## src/rtl/btb_predictor_if.sv

```systemverilog
// Bundle of the BTB fetch-lookup, EX-update and statistics signals.
//   master : fetch/EX side, drives lookup and update requests, reads predictions and stats
//   slave  : the BTB itself
interface btb_predictor_if;
    // Fetch-stage lookup
    logic        if_valid;
    logic [31:0] if_pc;
    logic        btb_found;
    logic        predict_taken;
    logic [31:0] predict_target;
    // EX-stage resolution / update
    logic        ex_valid;
    logic        ex_is_br;
    logic        ex_is_jump;
    logic [31:0] ex_pc;
    logic        ex_taken;
    logic [31:0] ex_target;
    logic        ex_mispredict;
    logic        inv_all;
    // Performance counters
    logic [31:0] stat_lookups;
    logic [31:0] stat_hits;
    logic [31:0] stat_mispredicts;

    modport master (
        output if_valid, if_pc,
        output ex_valid, ex_is_br, ex_is_jump, ex_pc, ex_taken, ex_target, ex_mispredict,
        output inv_all,
        input  btb_found, predict_taken, predict_target,
        input  stat_lookups, stat_hits, stat_mispredicts
    );

    modport slave (
        input  if_valid, if_pc,
        input  ex_valid, ex_is_br, ex_is_jump, ex_pc, ex_taken, ex_target, ex_mispredict,
        input  inv_all,
        output btb_found, predict_taken, predict_target,
        output stat_lookups, stat_hits, stat_mispredicts
    );
endinterface

```

## src/rtl/btb_predictor.sv

```systemverilog
// Direct-mapped branch target buffer with 2-bit saturating direction counters.
// Lookup is combinational from the fetch PC against registered state; updates from EX are
// applied on the next rising edge. Saturating lookup/hit/mispredict counters are kept.
// Ports:
//   clk_i   : clock, all state changes on the rising edge
//   rst_ni  : synchronous active-low reset
//   bus     : btb_predictor_if.slave (lookup, update, invalidate, statistics)
module btb_predictor #(
    parameter int unsigned ENTRIES = 16,
    parameter int unsigned IDX_W   = $clog2(ENTRIES)
) (
    input logic             clk_i,
    input logic             rst_ni,
    btb_predictor_if.slave  bus
);
    localparam int unsigned TagW = 32 - IDX_W - 2;

    logic [ENTRIES-1:0] valid_q, valid_d;
    logic [TagW-1:0]    tag_q    [ENTRIES];
    logic [TagW-1:0]    tag_d    [ENTRIES];
    logic [31:0]        target_q [ENTRIES];
    logic [31:0]        target_d [ENTRIES];
    logic [1:0]         ctr_q    [ENTRIES];
    logic [1:0]         ctr_d    [ENTRIES];

    logic [31:0] stat_lookups_q, stat_lookups_d;
    logic [31:0] stat_hits_q, stat_hits_d;
    logic [31:0] stat_mispredicts_q, stat_mispredicts_d;

    // Word-offset bits take no part in indexing or tagging.
    logic unused_pc_lsbs;
    assign unused_pc_lsbs = ^{bus.if_pc[1:0], bus.ex_pc[1:0]};

    // Lookup path
    logic [IDX_W-1:0] lk_idx;
    logic [TagW-1:0]  lk_tag;
    logic             lk_found;
    logic             lk_taken;

    assign lk_idx   = bus.if_pc[IDX_W+1:2];
    assign lk_tag   = bus.if_pc[31:IDX_W+2];
    // Gated by reset so the outputs are quiet while the table contents are undefined.
    assign lk_found = rst_ni && valid_q[lk_idx] && (tag_q[lk_idx] == lk_tag);
    assign lk_taken = lk_found && ctr_q[lk_idx][1];

    assign bus.btb_found      = lk_found;
    assign bus.predict_taken  = lk_taken;
    assign bus.predict_target = lk_taken ? target_q[lk_idx] : bus.if_pc + 32'd4;

    // Update path
    logic [IDX_W-1:0] up_idx;
    logic [TagW-1:0]  up_tag;
    logic             up_en;
    logic             up_hit;

    assign up_idx = bus.ex_pc[IDX_W+1:2];
    assign up_tag = bus.ex_pc[31:IDX_W+2];
    assign up_en  = bus.ex_valid && (bus.ex_is_br || bus.ex_is_jump);
    assign up_hit = valid_q[up_idx] && (tag_q[up_idx] == up_tag);

    always_comb begin
        valid_d  = valid_q;
        tag_d    = tag_q;
        target_d = target_q;
        ctr_d    = ctr_q;
        if (up_en) begin
            if (up_hit) begin
                if (bus.ex_is_jump) begin
                    ctr_d[up_idx]    = 2'd3;
                    target_d[up_idx] = bus.ex_target;
                end else if (bus.ex_taken) begin
                    ctr_d[up_idx]    = (ctr_q[up_idx] == 2'd3) ? 2'd3 : ctr_q[up_idx] + 2'd1;
                    target_d[up_idx] = bus.ex_target;
                end else begin
                    ctr_d[up_idx]    = (ctr_q[up_idx] == 2'd0) ? 2'd0 : ctr_q[up_idx] - 2'd1;
                end
            end else if (bus.ex_taken || bus.ex_is_jump) begin
                valid_d[up_idx]  = 1'b1;
                tag_d[up_idx]    = up_tag;
                target_d[up_idx] = bus.ex_target;
                ctr_d[up_idx]    = bus.ex_is_jump ? 2'd3 : 2'd2;
            end
        end
        // Invalidation wins over a same-cycle allocation.
        if (bus.inv_all) begin
            valid_d = '0;
        end
    end

    always_comb begin
        stat_lookups_d     = stat_lookups_q;
        stat_hits_d        = stat_hits_q;
        stat_mispredicts_d = stat_mispredicts_q;
        if (bus.if_valid && (stat_lookups_q != '1)) begin
            stat_lookups_d = stat_lookups_q + 32'd1;
        end
        if (bus.if_valid && lk_found && (stat_hits_q != '1)) begin
            stat_hits_d = stat_hits_q + 32'd1;
        end
        if (bus.ex_valid && bus.ex_mispredict && (stat_mispredicts_q != '1)) begin
            stat_mispredicts_d = stat_mispredicts_q + 32'd1;
        end
    end

    always_ff @(posedge clk_i) begin
        if (!rst_ni) begin
            valid_q <= '0;
            for (int i = 0; i < int'(ENTRIES); i++) begin
                tag_q[i]    <= '0;
                target_q[i] <= '0;
                ctr_q[i]    <= 2'd1;
            end
            stat_lookups_q     <= '0;
            stat_hits_q        <= '0;
            stat_mispredicts_q <= '0;
        end else begin
            valid_q            <= valid_d;
            tag_q              <= tag_d;
            target_q           <= target_d;
            ctr_q              <= ctr_d;
            stat_lookups_q     <= stat_lookups_d;
            stat_hits_q        <= stat_hits_d;
            stat_mispredicts_q <= stat_mispredicts_d;
        end
    end

    assign bus.stat_lookups     = stat_lookups_q;
    assign bus.stat_hits        = stat_hits_q;
    assign bus.stat_mispredicts = stat_mispredicts_q;
endmodule

```

## src/flat_wrapper.sv

```systemverilog
// flat-port wrapper written by rule: the top's interface ports become plain ports
module btb_predictor_flat 
#(
    parameter int unsigned ENTRIES = 16,
    parameter int unsigned IDX_W   = $clog2(ENTRIES)
)
  (clk_i, rst_ni, bus_if_valid, bus_if_pc, bus_ex_valid, bus_ex_is_br, bus_ex_is_jump, bus_ex_pc, bus_ex_taken, bus_ex_target, bus_ex_mispredict, bus_inv_all, bus_btb_found, bus_predict_taken, bus_predict_target, bus_stat_lookups, bus_stat_hits, bus_stat_mispredicts);
  btb_predictor_if bus_i ();
  input logic clk_i;
  input logic rst_ni;
  input wire logic [$bits(bus_i.if_valid)-1:0] bus_if_valid;
  input wire logic [$bits(bus_i.if_pc)-1:0] bus_if_pc;
  input wire logic [$bits(bus_i.ex_valid)-1:0] bus_ex_valid;
  input wire logic [$bits(bus_i.ex_is_br)-1:0] bus_ex_is_br;
  input wire logic [$bits(bus_i.ex_is_jump)-1:0] bus_ex_is_jump;
  input wire logic [$bits(bus_i.ex_pc)-1:0] bus_ex_pc;
  input wire logic [$bits(bus_i.ex_taken)-1:0] bus_ex_taken;
  input wire logic [$bits(bus_i.ex_target)-1:0] bus_ex_target;
  input wire logic [$bits(bus_i.ex_mispredict)-1:0] bus_ex_mispredict;
  input wire logic [$bits(bus_i.inv_all)-1:0] bus_inv_all;
  output wire logic [$bits(bus_i.btb_found)-1:0] bus_btb_found;
  output wire logic [$bits(bus_i.predict_taken)-1:0] bus_predict_taken;
  output wire logic [$bits(bus_i.predict_target)-1:0] bus_predict_target;
  output wire logic [$bits(bus_i.stat_lookups)-1:0] bus_stat_lookups;
  output wire logic [$bits(bus_i.stat_hits)-1:0] bus_stat_hits;
  output wire logic [$bits(bus_i.stat_mispredicts)-1:0] bus_stat_mispredicts;
  assign bus_i.if_valid = bus_if_valid;
  assign bus_i.if_pc = bus_if_pc;
  assign bus_i.ex_valid = bus_ex_valid;
  assign bus_i.ex_is_br = bus_ex_is_br;
  assign bus_i.ex_is_jump = bus_ex_is_jump;
  assign bus_i.ex_pc = bus_ex_pc;
  assign bus_i.ex_taken = bus_ex_taken;
  assign bus_i.ex_target = bus_ex_target;
  assign bus_i.ex_mispredict = bus_ex_mispredict;
  assign bus_i.inv_all = bus_inv_all;
  assign bus_btb_found = bus_i.btb_found;
  assign bus_predict_taken = bus_i.predict_taken;
  assign bus_predict_target = bus_i.predict_target;
  assign bus_stat_lookups = bus_i.stat_lookups;
  assign bus_stat_hits = bus_i.stat_hits;
  assign bus_stat_mispredicts = bus_i.stat_mispredicts;
  btb_predictor #(.ENTRIES(ENTRIES), .IDX_W(IDX_W)) u_core (.clk_i(clk_i), .rst_ni(rst_ni), .bus(bus_i));
endmodule
```

## config.mk

```make
export PLATFORM = sky130hd
export DESIGN_NAME = btb_predictor_flat
export DESIGN_NICKNAME = d
export VERILOG_FILES = /design/src/rtl/btb_predictor_if.sv /design/src/rtl/btb_predictor.sv /design/src/flat_wrapper.sv
export SDC_FILE = /design/constraint.sdc
export NUM_CORES = 2
export LEC_CHECK = 0
export BUFFER_PORTS_ARGS = -buffer_cell sky130_fd_sc_hd__buf_2
export CELL_PAD_IN_SITES_DETAIL_PLACEMENT = 1
export CELL_PAD_IN_SITES_GLOBAL_PLACEMENT = 1
export CORE_AREA = 10 10 244 478
export DETAILED_ROUTE_END_ITERATION = 7
export DIE_AREA = 0 0 254 488
export PLACE_DENSITY = 0.88
export SYNTH_ARGS = -nofsm -noshare
export SYNTH_HDL_FRONTEND = slang
export SYNTH_SLANG_ARGS = --single-unit
```

## constraint.sdc

```tcl
create_clock -name clk_i -period 5.55 [get_ports clk_i]
set_input_delay 0.555 -clock clk_i [delete_from_list [all_inputs] [get_ports clk_i]]
set_output_delay 0.555 -clock clk_i [all_outputs]
set_load 0.005 [all_outputs]
```

# ---- After elaboration in Yosys (flattened, before gate mapping)
# Index checks and enable logic that the tools add are counted.
dict set report word_totals {
  register_bits 1072
  input_bits 105
  elab_cells 141
}
dict set report classes {
  reduce_logical 20
  bitwise_logic 6
  n_eq_ne 7
  n_lt_le_gt_ge 6
  add_sub_neg 6
  mux 44
}
# cell n
set op_table {}
lappend op_table {{two-way mux 512 bit} 4}
lappend op_table {{bitwise mux 512 bit} 1}
lappend op_table {{bitwise mux 416 bit} 1}
lappend op_table {{two-way mux 32 bit} 8}
lappend op_table {{binary-select mux 26 bit (select 4 bit)} 2}
lappend op_table {{two-way mux 26 bit} 5}
lappend op_table {{binary-select mux 32 bit (select 4 bit)} 1}
lappend op_table {{demux 32 bit (select 4 bit)} 1}
lappend op_table {{demux 26 bit (select 4 bit)} 1}
lappend op_table {{adder 32 x 1 -> 32 bit, second input constant} 3}
lappend op_table {{bitwise mux 32 bit} 3}
lappend op_table {{!= test 32 bit, second input constant} 3}
lappend op_table {{equality test 26 bit} 2}
lappend op_table {{adder 32 x 3 -> 32 bit, second input constant} 1}
lappend op_table {{OR 32 bit} 1}
lappend op_table {{binary-select mux 2 bit (select 4 bit)} 2}
lappend op_table {{OR 16 bit} 1}
lappend op_table {{two-way mux 2 bit} 7}
lappend op_table {{logical AND 1 bit} 12}
lappend op_table {{greater-or-equal comparator 5 bit, second input constant} 2}
lappend op_table {{less-than comparator 4 x 5 -> 1 bit, second input constant} 2}
lappend op_table {{NOT 4 -> 5 bit} 2}
lappend op_table {{binary-select mux 1 bit (select 4 bit)} 2}
lappend op_table {{demux 2 bit (select 4 bit)} 1}
lappend op_table {{15 further kinds} 21}

# ---- Logic depth before layout (Yosys ltp)
dict set report logic_depth {
  word_depth 10
  ltp_mapped 16
}

# ---- Worst setup path before layout
# OpenSTA, ideal clock, no wires.
dict set report synth_timing {
  path_type {input port to output port}
  startpoint {in bus_if_pc[2]}
  endpoint {out bus_predict_target[10]}
  slack_ns 1.173
  stages 15
  arrival_ns 3.822
  n_path_buf 7
  required_ns 4.995
  path_cell_list {buf_6 > buf_6 > buf_2 > clkbuf_1 > mux4_2 > mux2i_1 > mux2i_1 > xor2_1 > nor4_1 > nand4_1 > or3_1 > clkbuf_1 > buf_1 > clkbuf_1 > a21oi_1}
}
dict set report synth_via {
  elab_chain_cells 8
  elab_cells_between_ends 18
}
# item line_no
set synth_lines {}
lappend synth_lines {{start: declaration} flat_wrapper.sv:12} ;# input wire logic [$bits(bus_i.if_pc)-1:0] bus_if_pc;
lappend synth_lines {{NOT 4 -> 5 bit (not written as such)} {btb_predictor.sv:43, btb_predictor.sv:44, btb_predictor.sv:48}}
lappend synth_lines {{binary-select mux 26 bit (select 4 bit)} btb_predictor.sv:43} ;# assign lk_found = rst_ni && valid_q[lk_idx] && (tag_q[lk_idx] == lk_tag);
lappend synth_lines {{two-way mux 26 bit (not written as such) (2 in a row)} btb_predictor.sv:43}
lappend synth_lines {{equality test 26 bit} btb_predictor.sv:43}
lappend synth_lines {{logical AND 1 bit} btb_predictor.sv:43}
lappend synth_lines {{logical AND 1 bit} btb_predictor.sv:44} ;# assign lk_taken = lk_found && ctr_q[lk_idx][1];
lappend synth_lines {{two-way mux 32 bit (*)} btb_predictor.sv:48} ;# assign bus.predict_target = lk_taken ? target_q[lk_idx] : bus.if_pc + 32'd4;
lappend synth_lines {{end: declaration} flat_wrapper.sv:23} ;# output wire logic [$bits(bus_i.predict_target)-1:0] bus_predict_target;
# Mark *: on every way between the ends. The rest lies on a longest branch, timed or not. The select of a mux whose other input is x is not followed.

# ---- Worst setup path in the final report
dict set report layout_timing {
  startpoint {in bus_if_pc[2]}
  endpoint {out bus_predict_target[1]}
}
# The elaborated chain is that of the path after synthesis.

==> impl_metrics.toml <==
[clocking]
cts_root_buf = "clkbuf_16"
cts_tree = "built"
clock_sink_count = 1072
clockBufferDepth = 3
cts-htree-levels = 3
clk_latency_ns = 0.74
cts-buffers-inserted = 93
path_clk_slew_ns = 0.08

[timing]
drv_slew = 0
max_slew_margin_pct = 3.72
setup_violations = 0
period_needed_ns = 5.47
worst_slew_pin_slew_ns = 1.44
fin_skew_ns = 0.0295
max_freq_ghz = 0.183
setup_tns_ns = 0
rsz0062_at_grt = "false"
hold_viol_final = 0
fin_crit_sh_pct = 98.5

[power_and_ir_drop]
p_int_w = 0.0121
p_leak_nw = 19.7
power.switching_fraction_pct = 25.7
p_per_area_mw_per_mm2 = 281
power_switching_w = 0.00419
combPwrFrac_pct = 7.9
pwr-share-clk_pct = 44.1
p_seq_share_pct = 47.9
ir_worst_vdd_mv = 0.264

[die]
die_h_um = 488
ios = 235
die_x_um = 254
rows = 171
start_util_pct = 47.6
die_area_mm2 = 0.124
coreArea_mm2 = 0.109

[place]
numPortBuffers = 232
place_hpwl_um = 137000
place_area_mm2 = 0.0546
place.gp.congestion = 1.00

[global_route]
grt_pass1_wl_um = 320000
antenna_found_initial = 25
overflow = 0
track_usage_pct = 34.5
grt_start_max_net_pins = 224
first_global_vias = 50600

[cells_and_area]
final_util_pct = 53.3
finalNetCount = 5626
drive_gt1_share_pct = 17.5
areaGrowthSynthToFinish_pct = 11.9
stdcell_area_mm2 = 0.0579

[synthesis]
synth_nets = 5648
syn_area_mm2 = 0.0518
ys_ff_latch = 1072
yosysTopAreaCell = "dfxtp_1"
yosysTopAreaCellShare_pct = 41.4
yosys_warnings = 0
synthFlopType = "dfxtp_1"
synth_area_per_cell_um2 = 9.35
synth.yosys.seq_area_share_pct = 41.4
synth_cell_types = 70
synthCells = 5539
async_flop_share_pct = 0
synth_area_leaders = "dfxtp_1 (41%), mux4_2 (16%), nand2_1 (11%), mux2i_1 (11%), a21oi_1 (5.7%)"
synth-edff-count = 0

[outcome]
outcome = "complete, no violations"

[critical_path]
crit_fanout = 59
critPathRequiredTime_ns = 4.99
criticalPathCategory = "input port to output port"
critPathLaunchType = "input port"
worstPathArrival_ns = 4.91
worst-r2r-cell-count = 9
worstSetupEndpointType = "output port"

[drt]
dr_total_vias = 47100
drt_iter0_drc = 5707
wire_per_inst_um = 31.2
route.detailed.drc = 0
via_per_inst = 6.73
postRouteWirelength_um = 218000
ant_nets = 0
drt-pass1-iter-count = 6

[flow_run]
max_cap_viol_count = 0

[min_path]
holdPathStages = 3
hold_class = "input port to flop"
[stage by stage]
stage | setup slack (ns) | power, W | hold WS [ns] | cells
4_1_cts | 0.116 | 0.0162 | 0.165 | 6978
5_1_grt | 0.0165 | 0.0166 | 0.216 | 6990
6_report | 0.0813 | 0.0163 | 0.202 | 6996
3_5_place_dp | 0.212 | 0.00920 | 0.444 | 6805
2_1_floorplan | 1.17 | 0.00872 | 0.433 | 5539
3_3_place_gp | 0.387 | 0.00916 | 0.438 | 6805
[kinds of logic (layout without fill, tap and decap cells)]
logic type,after synthesis,after routing,share of synthesized area (%)
multiplexers,963,963,27.3
flip-flops,1072,1072,41.4
adder cells (fa/ha/maj),6,6,0.135
AND/OR/NAND/NOR,2039,2039,16.2
XOR/XNOR,131,131,2.22
other,0,17,0
buffers and inverters,550,606,4.30
AO/OA/AOI/OAI,778,778,8.39
[layout make-up]
type / count / area, µm²
Sequential cell: 1072 / 21500
Multi-Input combinational cell: 3917 / 28400
Clock buffer: 138 / 2690
Inverter: 49 / 191
Timing Repair Buffer: 384 / 2910
Antenna cell: 17 / 42.5
Tap cell: 1384 / 1730
Clock inverter: 35 / 551
Fill cell: 12100 / 50800
[cell usage in the layout, fill, tap and decap left out, drive strengths merged, types with 20 or more instances in the layout]
| master | instances |
|---|---|
| a21oi | 593 |
| a221oi | 22 |
| a22oi | 22 |
| and3 | 39 |
| buf | 383 |
| clkbuf | 139 |
| dfxtp | 1072 |
| inv | 50 |
| mux2 | 31 |
| mux2i | 574 |
| mux4 | 358 |
| nand2 | 1570 |
| nand3 | 63 |
| nand4 | 37 |
| nor2 | 168 |
| nor3 | 38 |
| o21ai | 32 |
| or3 | 20 |
| xnor2 | 56 |
| xor2 | 75 |
[layer usage]
metal | wire length, µm | track usage [%] | vias to the layer above | part of all wire, %
met2 | 105000 | 57.2 | 3116 | 48
met4 | 21400 | 30.9 | 17 | 9.8
li1 | - | - | 19300 | -
met5 | 140 | 0.357 | - | 0.064
met1 | 71900 | 35.9 | 23500 | 33
met3 | 20100 | 8.20 | 1169 | 9.2
[what timing repair did]
item / CTS / global route
endpoints found under the setup margin: 0 / 32
gates resized for setup: 0 / 2
hold buffers: 0 / 0
setup buffers: 0 / 1
[synthesized netlist by cell type, types with 4 or more instances]
master,number
and4_1,15
buf_1,28
mux2_2,31
nand2_1,1570
nand4_1,37
mux2i_1,574
a31oi_1,10
clkbuf_1,391
a221oi_1,22
nor2b_1,7
dfxtp_1,1072
o21a_1,18
a21oi_1,593
xnor2_1,56
a22o_1,4
nor3_1,38
o31ai_1,17
nor4_1,15
nor2_1,168
ha_1,4
nand2b_1,13
buf_2,68
mux4_2,358
and3_1,39
or4_1,18
o211ai_1,5
buf_6,7
o22ai_1,9
o2111ai_1,4
or3_1,20
a22oi_1,22
o21ai_0,32
nand3_1,63
buf_4,6
inv_1,47
xor2_1,75
nor3b_1,6
a21o_1,5
and2_1,17
[path summary, 6_finish.rpt]
kind / end / startpoint / slack (ns)
max: bus_predict_target[1] / bus_if_pc[2] / 0.08
min: u_core.target_q[53] / bus_ex_target[21] / 0.20
max reg2reg: u_core.ctr_q[4] / u_core.tag_q[143] / 0.68
min reg2reg: u_core.target_q[406] / u_core.target_q[406] / 0.46
[worst max-delay path: stages]
cell and delay [ns]:
buf_8 0.27, buf_12 0.24, buf_4 0.20, mux4_2 0.53, mux2i_1 0.19, mux2i_1 0.13, xnor2_1 0.29, nand3_2 0.31
or4_1 0.75, or3_2 0.53, buf_4 0.32, mux2_2 0.37, buf_2 0.14
[registers in the layout, summed over array words and instances (netlist names)]
| name | cells |
|---|---|
| u_core.target_q | 512 |
| u_core.tag_q | 416 |
| u_core.bus.stat_hits | 32 |
| u_core.bus.stat_lookups | 32 |
| u_core.bus.stat_mispredicts | 32 |
| u_core.ctr_q | 32 |
| u_core.valid_q | 16 |
[power by group through the flow]
stage	Clock (W)	Combinational [W]	Sequential [W]
after floorplan	0	0.000764	0.00796
after global placement	0	0.00119	0.00797
after detailed placement	0	0.00122	0.00798
after CTS	0.00718	0.00123	0.00780
after global routing	0.00749	0.00133	0.00781
final	0.00719	0.00129	0.00781
(Power assumes the default switching activity.)
